--- src/rtl/gf2m_digit_mult_if.sv ---
// Handshake and operand/result bundle for the GF(2^M) digit-serial multiplier.
//   m_start  initiator -> responder  start request (level, held until m_done)
//   a, b     initiator -> responder  operands, sampled on the acceptance edge
//   c        responder -> initiator  product register
//   m_done   responder -> initiator  one-cycle completion pulse
//   busy     responder -> initiator  operation in progress
//   m_err    responder -> initiator  protocol-abort pulse (only with GF2M_PROTOCOL_ERR_EN)
// Optional feature macro: GF2M_PROTOCOL_ERR_EN
interface gf2m_digit_mult_if #(
   parameter int unsigned M = 163
);
   logic         m_start;
   logic [M-1:0] a;
   logic [M-1:0] b;
   logic [M-1:0] c;
   logic         m_done;
   logic         busy;
`ifdef GF2M_PROTOCOL_ERR_EN
   logic         m_err;
`endif

   modport master (
      output m_start,
      output a,
      output b,
`ifdef GF2M_PROTOCOL_ERR_EN
      input  m_err,
`endif
      input  c,
      input  m_done,
      input  busy
   );

   modport slave (
      input  m_start,
      input  a,
      input  b,
`ifdef GF2M_PROTOCOL_ERR_EN
      output m_err,
`endif
      output c,
      output m_done,
      output busy
   );
endinterface

--- src/rtl/gf2m_digit_mult.sv ---
// Digit-serial GF(2^M) multiplier, polynomial basis, f(x) = x^M + POLY.
// Responder side of the m_start/m_done handshake. On acceptance the operands are
// latched; each RUN cycle consumes one D-bit digit of b, MSB digit first:
//   acc' = (acc * x^D + ra * digit) mod f
// After NDIG = ceil(M/D) iterations the product is written to c with a one-cycle
// m_done pulse. The FSM then waits in HOLD until m_start is released, so a
// level-held start never launches a second operation.
// Ports:
//   clk    clock, all state changes on the rising edge
//   rst_n  synchronous active-low reset
//   bus    gf2m_digit_mult_if slave modport (m_start, a, b, c, m_done, busy[, m_err])
// Optional feature macro: GF2M_PROTOCOL_ERR_EN
//   When defined, dropping m_start during RUN aborts the operation (c unchanged,
//   no m_done) and pulses bus.m_err for one cycle.
module gf2m_digit_mult #(
   parameter int unsigned  M    = 163,
   parameter int unsigned  D    = 4,
   parameter logic [M-1:0] POLY = 163'hC9
) (
   input logic              clk,
   input logic              rst_n,
   gf2m_digit_mult_if.slave bus
);
   localparam int unsigned NDIG = (M + D - 1) / D;
   localparam int unsigned CW   = (NDIG > 1) ? $clog2(NDIG) : 1;
   localparam int unsigned RBW  = NDIG * D;

   localparam logic [M+D-1:0] POLY_EXT = {{D{1'b0}}, POLY};

   typedef enum logic [1:0] {StIdle, StRun, StHold} state_e;

   state_e         state_q;
   logic [M-1:0]   ra_q;
   logic [RBW-1:0] rb_q;
   logic [M-1:0]   acc_q;
   logic [CW-1:0]  cnt_q;

   logic [D-1:0]   digit;
   logic [M+D-1:0] ra_ext;
   logic [M+D-1:0] wide;
   logic [M-1:0]   acc_d;

   // One iteration: shift, add partial product, then fold the overflow bits.
   // Bits are folded from the top down so that any term a fold pushes back to
   // degree >= M is folded again by a later (lower) step.
   always_comb begin
      digit  = rb_q[cnt_q*D +: D];
      ra_ext = {{D{1'b0}}, ra_q};
      wide   = {acc_q, {D{1'b0}}};
      for (int j = 0; j < int'(D); j++) begin
         if (digit[j]) begin
            wide = wide ^ (ra_ext << j);
         end
      end
      for (int i = int'(M + D) - 1; i >= int'(M); i--) begin
         if (wide[i]) begin
            wide[i] = 1'b0;
            wide    = wide ^ (POLY_EXT << (i - int'(M)));
         end
      end
      acc_d = wide[M-1:0];
   end

   always_ff @(posedge clk) begin
      if (!rst_n) begin
         state_q     <= StIdle;
         ra_q        <= '0;
         rb_q        <= '0;
         acc_q       <= '0;
         cnt_q       <= '0;
         bus.c       <= '0;
         bus.m_done  <= 1'b0;
         bus.busy    <= 1'b0;
`ifdef GF2M_PROTOCOL_ERR_EN
         bus.m_err   <= 1'b0;
`endif
      end else begin
         bus.m_done <= 1'b0;
`ifdef GF2M_PROTOCOL_ERR_EN
         bus.m_err  <= 1'b0;
`endif
         unique case (state_q)
            StIdle: begin
               if (bus.m_start) begin
                  ra_q     <= bus.a;
                  rb_q     <= RBW'(bus.b);
                  acc_q    <= '0;
                  cnt_q    <= CW'(NDIG - 1);
                  bus.busy <= 1'b1;
                  state_q  <= StRun;
               end
            end
            StRun: begin
`ifdef GF2M_PROTOCOL_ERR_EN
               if (!bus.m_start) begin
                  // Initiator withdrew mid-operation: abandon without touching c.
                  bus.busy  <= 1'b0;
                  bus.m_err <= 1'b1;
                  state_q   <= StIdle;
               end else
`endif
               begin
                  acc_q <= acc_d;
                  if (cnt_q == '0) begin
                     bus.c      <= acc_d;
                     bus.m_done <= 1'b1;
                     bus.busy   <= 1'b0;
                     state_q    <= StHold;
                  end else begin
                     cnt_q <= cnt_q - CW'(1);
                  end
               end
            end
            StHold: begin
               // Re-arm only after m_start has been released.
               if (!bus.m_start) begin
                  state_q <= StIdle;
               end
            end
            default: state_q <= StIdle;
         endcase
      end
   end
endmodule

--- src/flat_wrapper.sv ---
// flat-port wrapper written by rule: the top's interface ports become plain ports
module gf2m_digit_mult_flat 
#(
   parameter int unsigned  M    = 163,
   parameter int unsigned  D    = 4,
   parameter logic [M-1:0] POLY = 163'hC9
)
  (clk, rst_n, bus_m_start, bus_a, bus_b, bus_c, bus_m_done, bus_busy);
  gf2m_digit_mult_if #(.M(M)) bus_i ();
  input logic clk;
  input logic rst_n;
  input wire logic [$bits(bus_i.m_start)-1:0] bus_m_start;
  input wire logic [$bits(bus_i.a)-1:0] bus_a;
  input wire logic [$bits(bus_i.b)-1:0] bus_b;
  output wire logic [$bits(bus_i.c)-1:0] bus_c;
  output wire logic [$bits(bus_i.m_done)-1:0] bus_m_done;
  output wire logic [$bits(bus_i.busy)-1:0] bus_busy;
  assign bus_i.m_start = bus_m_start;
  assign bus_i.a = bus_a;
  assign bus_i.b = bus_b;
  assign bus_c = bus_i.c;
  assign bus_m_done = bus_i.m_done;
  assign bus_busy = bus_i.busy;
  gf2m_digit_mult #(.M(M), .D(D), .POLY(POLY)) u_core (.clk(clk), .rst_n(rst_n), .bus(bus_i));
endmodule
--- config.mk ---
export PLATFORM = sky130hd
export DESIGN_NAME = gf2m_digit_mult_flat
export DESIGN_NICKNAME = d
export VERILOG_FILES = /design/src/rtl/gf2m_digit_mult_if.sv /design/src/rtl/gf2m_digit_mult.sv /design/src/flat_wrapper.sv
export SDC_FILE = /design/constraint.sdc
export NUM_CORES = 2
export LEC_CHECK = 0
export CAP_MARGIN = 20
export CORE_AREA = 5 5 250 252
export DETAILED_ROUTE_END_ITERATION = 6
export DIE_AREA = 0 0 255 257
export GPL_ROUTABILITY_DRIVEN = 0
export PLACE_DENSITY = 0.8
export SYNTH_ARGS = -nofsm -noshare
export SYNTH_HDL_FRONTEND = slang
export SYNTH_SLANG_ARGS = --single-unit
--- constraint.sdc ---
create_clock -name clk -period 3.4 [get_ports clk]
set_input_delay 0.68 -clock clk [delete_from_list [all_inputs] [get_ports clk]]
set_output_delay 0.68 -clock clk [all_outputs]
set_load 0.02 [all_outputs]
; Word-level counts from Yosys, hierarchy flattened
; Index checks and enable logic that the tools add are counted.
[totals]
ff_bits = 662
output_inout_bits = 165
wordCells = 55
[op_classes]
add_sub_neg = 1
eq_ne = 6
n_shift = 1
n_mux = 21
bitwise_logic = 8
n_reduce_logical = 10
[op_table]
columns = operator, count
row1 = 167-bit two-way mux, 4
row2 = 163-bit one-hot mux with 2 select lines, 1
row3 = 167-bit by 163-bit XOR with 167-bit output, 1
row4 = 167-bit by 164-bit XOR with 167-bit output, 1
row5 = 167-bit by 165-bit XOR with 167-bit output, 1
row6 = 167-bit by 166-bit XOR with 167-bit output, 1
row7 = 164-bit by 9-bit variable part select with 4-bit output, 1
row8 = 163-bit two-way mux, 1
row9 = 4-bit inverter, 4
row10 = 6-bit two-way mux, 2
row11 = 6-bit one-hot mux with 2 select lines, 1
row12 = 11-bit two-way mux, 1
row13 = 10-bit two-way mux, 1
row14 = 9-bit two-way mux, 1
row15 = 3-bit AND reduction, 3
row16 = 8-bit two-way mux, 1
row17 = 2-bit AND reduction, 4
row18 = 6-bit logical NOT, 1
row19 = 2-bit two-way mux, 3
row20 = 2-bit inequality test (second input constant), 3
row21 = 2-bit one-hot mux with 3 select lines, 1
row22 = 6-bit by 1-bit subtractor with 6-bit output (second input constant), 1
row23 = 1-bit two-way mux, 3
row24 = 2-bit by 1-bit equality test with 1-bit output (second input constant), 1
row25 = 5 further kinds, 5

; Longest topological paths before layout
[depth]
ltp_word = 17
mapped_depth = 15
ltp_nobuf = 9

; Worst setup path before layout
; Ideal clock, no wire load.
[synth_path]
kind = register -> register
startpoint = register u_core.cnt_q[0]
endpoint = register u_core.acc_q[8]
setup_time_ps = 117
arrival_time_ps = 2845
required_time_ps = 3283
setup_slack_ps = 439
stages_incl_launch_ff = 12
cell_sequence = dfxtp_1 > buf_6 > buf_6 > mux4_2 > mux2_2 > a2111oi_2 > a211oi_4 > nand2_1 > xnor3_1 > xor2_1 > xnor3_1 > a22o_1
[synth_via]
elab_chain_len = 14
[synth_lines]
columns = item, line
row1 = "start, declared", gf2m_digit_mult.sv:36  ; logic [CW-1:0] cnt_q;
row2 = "start signal, assigned", gf2m_digit_mult.sv:88  ; cnt_q <= CW'(NDIG - 1);
row3 = "start signal, assigned", gf2m_digit_mult.sv:110  ; cnt_q <= cnt_q - CW'(1);
row4 = 164-bit by 9-bit variable part select with 4-bit output *, gf2m_digit_mult.sv:47  ; digit = rb_q[cnt_q*D +: D];
row5 = 167-bit two-way mux, gf2m_digit_mult.sv:51  ; if (digit[j]) begin
row6 = 167-bit by 164-bit XOR with 167-bit output, gf2m_digit_mult.sv:52  ; wide = wide ^ (ra_ext << j);
row7 = 167-bit two-way mux, gf2m_digit_mult.sv:51
row8 = 167-bit by 165-bit XOR with 167-bit output, gf2m_digit_mult.sv:52
row9 = 167-bit two-way mux, gf2m_digit_mult.sv:51
row10 = 167-bit by 166-bit XOR with 167-bit output, gf2m_digit_mult.sv:52
row11 = 167-bit two-way mux *, gf2m_digit_mult.sv:51
row12 = 11-bit two-way mux, gf2m_digit_mult.sv:56  ; if (wide[i]) begin
row13 = 4-bit inverter (no line), n/a
row14 = 10-bit two-way mux, gf2m_digit_mult.sv:56
row15 = 4-bit inverter (no line), n/a
row16 = 9-bit two-way mux *, gf2m_digit_mult.sv:56
row17 = 163-bit one-hot mux with 2 select lines *, gf2m_digit_mult.sv:82  ; unique case (state_q)
row18 = "end signal, assigned", gf2m_digit_mult.sv:69  ; acc_q <= '0;
row19 = "end signal, assigned", gf2m_digit_mult.sv:87  ; acc_q <= '0;
row20 = "end signal, assigned", gf2m_digit_mult.sv:103  ; acc_q <= acc_d;
row21 = "end, declared", gf2m_digit_mult.sv:35  ; logic [M-1:0] acc_q;
; Every way passes the cells marked *; elsewhere a longest branch is shown, timed or not.
; A chain may end at the register's enable or synchronous reset.

; Final worst setup path
[layout_path]
startpoint = register u_core.cnt_q[1]
endpoint = register u_core.bus.c[109]
[layout_via]
elab_chain_len = 8
word_cells_on_any_way = 10
[layout_lines]
columns = item, line
row1 = 164-bit by 9-bit variable part select with 4-bit output, gf2m_digit_mult.sv:47
row2 = 167-bit two-way mux, gf2m_digit_mult.sv:51
row3 = 167-bit by 164-bit XOR with 167-bit output, gf2m_digit_mult.sv:52
row4 = 167-bit two-way mux, gf2m_digit_mult.sv:51
row5 = 167-bit by 165-bit XOR with 167-bit output, gf2m_digit_mult.sv:52
row6 = 167-bit two-way mux, gf2m_digit_mult.sv:51
row7 = 167-bit by 166-bit XOR with 167-bit output, gf2m_digit_mult.sv:52
row8 = 167-bit two-way mux, gf2m_digit_mult.sv:51
row9 = "end signal, assigned", gf2m_digit_mult.sv:71  ; bus.c <= '0;
row10 = "end signal, assigned", gf2m_digit_mult.sv:105  ; bus.c <= acc_d;
row11 = "end, declared", gf2m_digit_mult_if.sv:41  ; output c,
; Several ways; a longest one is shown, not always the timed one.

==> out/results.md <==
| Result | Reported |
|---|---|
| Status | finished clean |
| Setup tns final | 0 ns |
| Total of hold buffers inserted after clock tree synthesis | 0 |
| Clk sinks | 662 |
| Detailed-route DRC error count | 0 |
| Synthesized flop and latch total | 662 |
| Post-synth top area share | 40.79% |
| DIE AREA | 0.06554 sq mm |
| Actual transition at the worst max-transition pin | 0.8538 ns |
| Antenna violations before repair | 26 |
| Final Worst Setup Slack | 0.05826 ns |
| Synth Flop Type | dfxtp_1 |
| Fraction of layout instances using a drive strength above 1 | 5.374% |
| Worst path arrival time | 3.79 ns |
| Synthesized netlist net count | 4,381 |
| Cell type contributing the most total cell area after synthesis | dfxtp_1 |
| Unrepaired setup endpoints after global routing | true |
| Post-route clock skew | 0.02747 ns |
| Post-synth ARST share | 0% |
| Depth of the CTS H-tree | 3 |
| Critical path fanouts, max | 80 |
| Clock insertion delay at the later pin of the skew report | 0.60 ns |
| Clock tree root buffer cell | clkbuf_16 |
| Overall routed net length | 94,420 um |
| Number of buffers added by the clock tree synthesis step | 71 |
| Overall fraction of global-route tracks in use | 27.74% |
| Die span in y | 257 um |
| Combined area of all synthesized cells | 0.03249 sq mm |
| Synth Instances | 4,050 |
| Worst-case headroom to the max-slew limit | 43.08% |
| Number of I/O pins | 494 |
| DP HPWL | 64,840 um |
| First-pass GRT wire length | 149,200 um |
| Number of distinct library cells after synthesis | 59 |
| Hold Worst Slack | 0.4572 ns |
| Finish-stage setup viols | 0 |
| Fmax | 299.2 MHz |
| Critical path startpoint category | flip-flop |
| Type of element capturing the critical path | flip-flop |
| Slack of the worst reg-to-reg path | 0.06 ns |
| Number of enable-type register cells in the synthesized netlist | 0 |
| TritonCTS clock tree | done |
| Start-to-end type of the worst setup path | reg2reg |
| Final number of max-transition violations | 0 |
| WL/cell | 17.98 um |
| Maximum vdd drop | 403.5 uV |
| Post-layout util | 67.59% |
| Layout Area Growth over Synthesis | 24.63% |
| Maximum clock path buffer count | 3 |
| Synthesis warning total | 0 |
| Ranking of synthesized cells by area | dfxtp_1, nand2_1, xor2_1 |
| Placed instance area | 0.03807 sq mm |
| Max-cap violations | 0 |
| Pin count of the biggest net entering global routing | 163 |
| Buffers added on ports | 493 |
| Die Wd | 255 um |
| Via/cell ratio | 5.400 |
| Floorplan row count | 90 |
| Vias in the first global route | 27,400 |
| Number of nets in the layout | 4,726 |
| Starting DRT DRC Count | 2,038 |
| Core Region | 0.05991 sq mm |
| Initial cell density of the core | 54.23% |
| Kind of path behind the tightest hold check | reg2reg |
| Register area share after synthesis | 40.79% |
| Finished layout cell area | 0.04049 sq mm |
| Required time at the worst-slack endpoint | 3.85 ns |
| Routed via count | 28,360 |
| Final cycle utilization of the critical path | 98.29% |
| Grt ovf | 0 |
| Final Hold Fails | 0 |
| Number of optimization iterations in the first detailed-route pass | 5 |
| Power density over the cells | 559.9 mW/mm^2 |
| Crit path time final | 3.342 ns |
| Post-synthesis area per instance | 8.022 sq um |
| Clock slew at the register clock pins of the worst setup and hold paths | 0.07 ns |
| Placement-stage worst setup slack | 0.1231 ns |
| Static power due to leakage | 0.01369 uW |
| Antenna viol nets, final | 0 |
cell usage after synthesis, types with 9 or more instances:
library cell,number
o21ai_0,81
a21boi_0,330
nand2_1,1472
a22oi_1,11
nor2_1,13
nor2b_1,9
xor2_1,463
mux4_2,25
xnor3_1,12
o21ai_1,238
buf_2,45
mux2i_1,34
buf_1,12
nand3_1,156
dfxtp_1,662
clkbuf_1,215
xnor2_1,177
report_power, final:
part           internal (uW)  switching, uW
Sequential              8350            524
Clock                   4520           3210
Combinational           2360           3710
timing repair:
| item | in CTS | in global routing |
|---|---|---|
| buffers inserted | 0 | 1 |
| hold endpoints to repair | 0 | 0 |
| endpoints found under the setup margin | 0 | 40 |
| resized for setup | 0 | 7 |
cell usage in the layout (no fill, tap or decap), types with 3 or more instances in the layout:
| master | instances |
|---|---|
| nor3_1 | 3 |
| xnor2_1 | 177 |
| dfxtp_1 | 659 |
| nand3_1 | 156 |
| nand2_1 | 1470 |
| clkbuf_16 | 73 |
| nor2b_1 | 9 |
| mux2i_1 | 33 |
| buf_12 | 28 |
| o21a_1 | 3 |
| inv_1 | 7 |
| a22oi_1 | 11 |
| a21oi_1 | 7 |
| clkinv_2 | 17 |
| clkbuf_8 | 16 |
| a221oi_1 | 3 |
| bufinv_16 | 3 |
| mux2_2 | 4 |
| dfxtp_2 | 3 |
| xnor3_1 | 12 |
| xor2_1 | 463 |
| mux4_2 | 25 |
| o21ai_1 | 238 |
| a21boi_0 | 330 |
| clkbuf_1 | 10 |
| a22o_1 | 7 |
| clkdlybuf4s50_1 | 492 |
| buf_4 | 35 |
| o21ai_0 | 81 |
| nor2_1 | 13 |
| a31oi_1 | 4 |
| diode_2 | 22 |
| o21ba_2 | 4 |
critical path: stages, from the launching register on:
cell and delay [ns]:
dfxtp_2 0.41, buf_12 0.27, mux2i_1 0.12, a221oi_1 0.49, a221oi_2 0.17, a211oi_4 0.50, buf_12 0.37, nand2_1 0.12
xor2_1 0.18, xnor2_1 0.34, o21ai_1 0.11
final cells by class:
type / instances / area, sq um
sequential: 662 / 13260
fill: 4948 / 19420
timing repair buffer: 558 / 5786
clock inverter: 26 / 240.2
multi-input combinational: 3094 / 18060
antenna: 22 / 55.05
clock buffer: 99 / 2085
inverter: 8 / 30.03
tap: 782 / 978.4
final timing paths:
check	startpoint	end	depth (start not counted)
hold reg to reg	u_core.bus.c[85]	u_core.bus.c[85]	2
hold / removal	u_core.bus.c[85]	u_core.bus.c[85]	2
setup / recovery	u_core.cnt_q[1]	u_core.bus.c[109]	10
setup reg to reg	u_core.cnt_q[1]	u_core.bus.c[109]	10
layer usage:
metal / routed length [um] / global-route usage, % / vias to the layer above / share of wire, %
met4: 3660 / 11.35 / 10 / 3.9
met1: 39670 / 36.34 / 13440 / 42
li1: - / - / 13800 / -
met2: 44700 / 45.32 / 909 / 47
met3: 6308 / 4.989 / 203 / 6.7
met5: 75 / 0 / - / 0.079
through the flow:
step | instances | power (uW)
2_1_floorplan | 4050 | 12950
3_3_place_gp | 5103 | 14910
3_5_place_dp | 5103 | 15020
4_1_cts | 5228 | 22740
5_1_grt | 5245 | 23690
6_report | 5251 | 22670
cell families (layout without fill, tap and decap cells):
logic type	Yosys count	count (layout)	synth area share [%]
buffers and inverters	294	691	3.824
adders and majority gates	2	2	0.07701
AOI/OAI and AO/OA	706	706	14.00
muxes	63	63	2.919
DFF	662	662	40.79
other	0	22	0
and+or+nand+nor	1668	1668	20.11
xor gates and xnor gates	655	655	18.29
sequential cells by signal, indices dropped and copies added (netlist names):
name / flops
u_core.acc_q: 163
u_core.bus.c: 163
u_core.ra_q: 163
u_core.rb_q: 163
u_core.cnt_q: 6
u_core.state_q: 2
u_core.bus.busy: 1
u_core.bus.m_done: 1
Note: power is estimated with default switching activity, not from simulation.
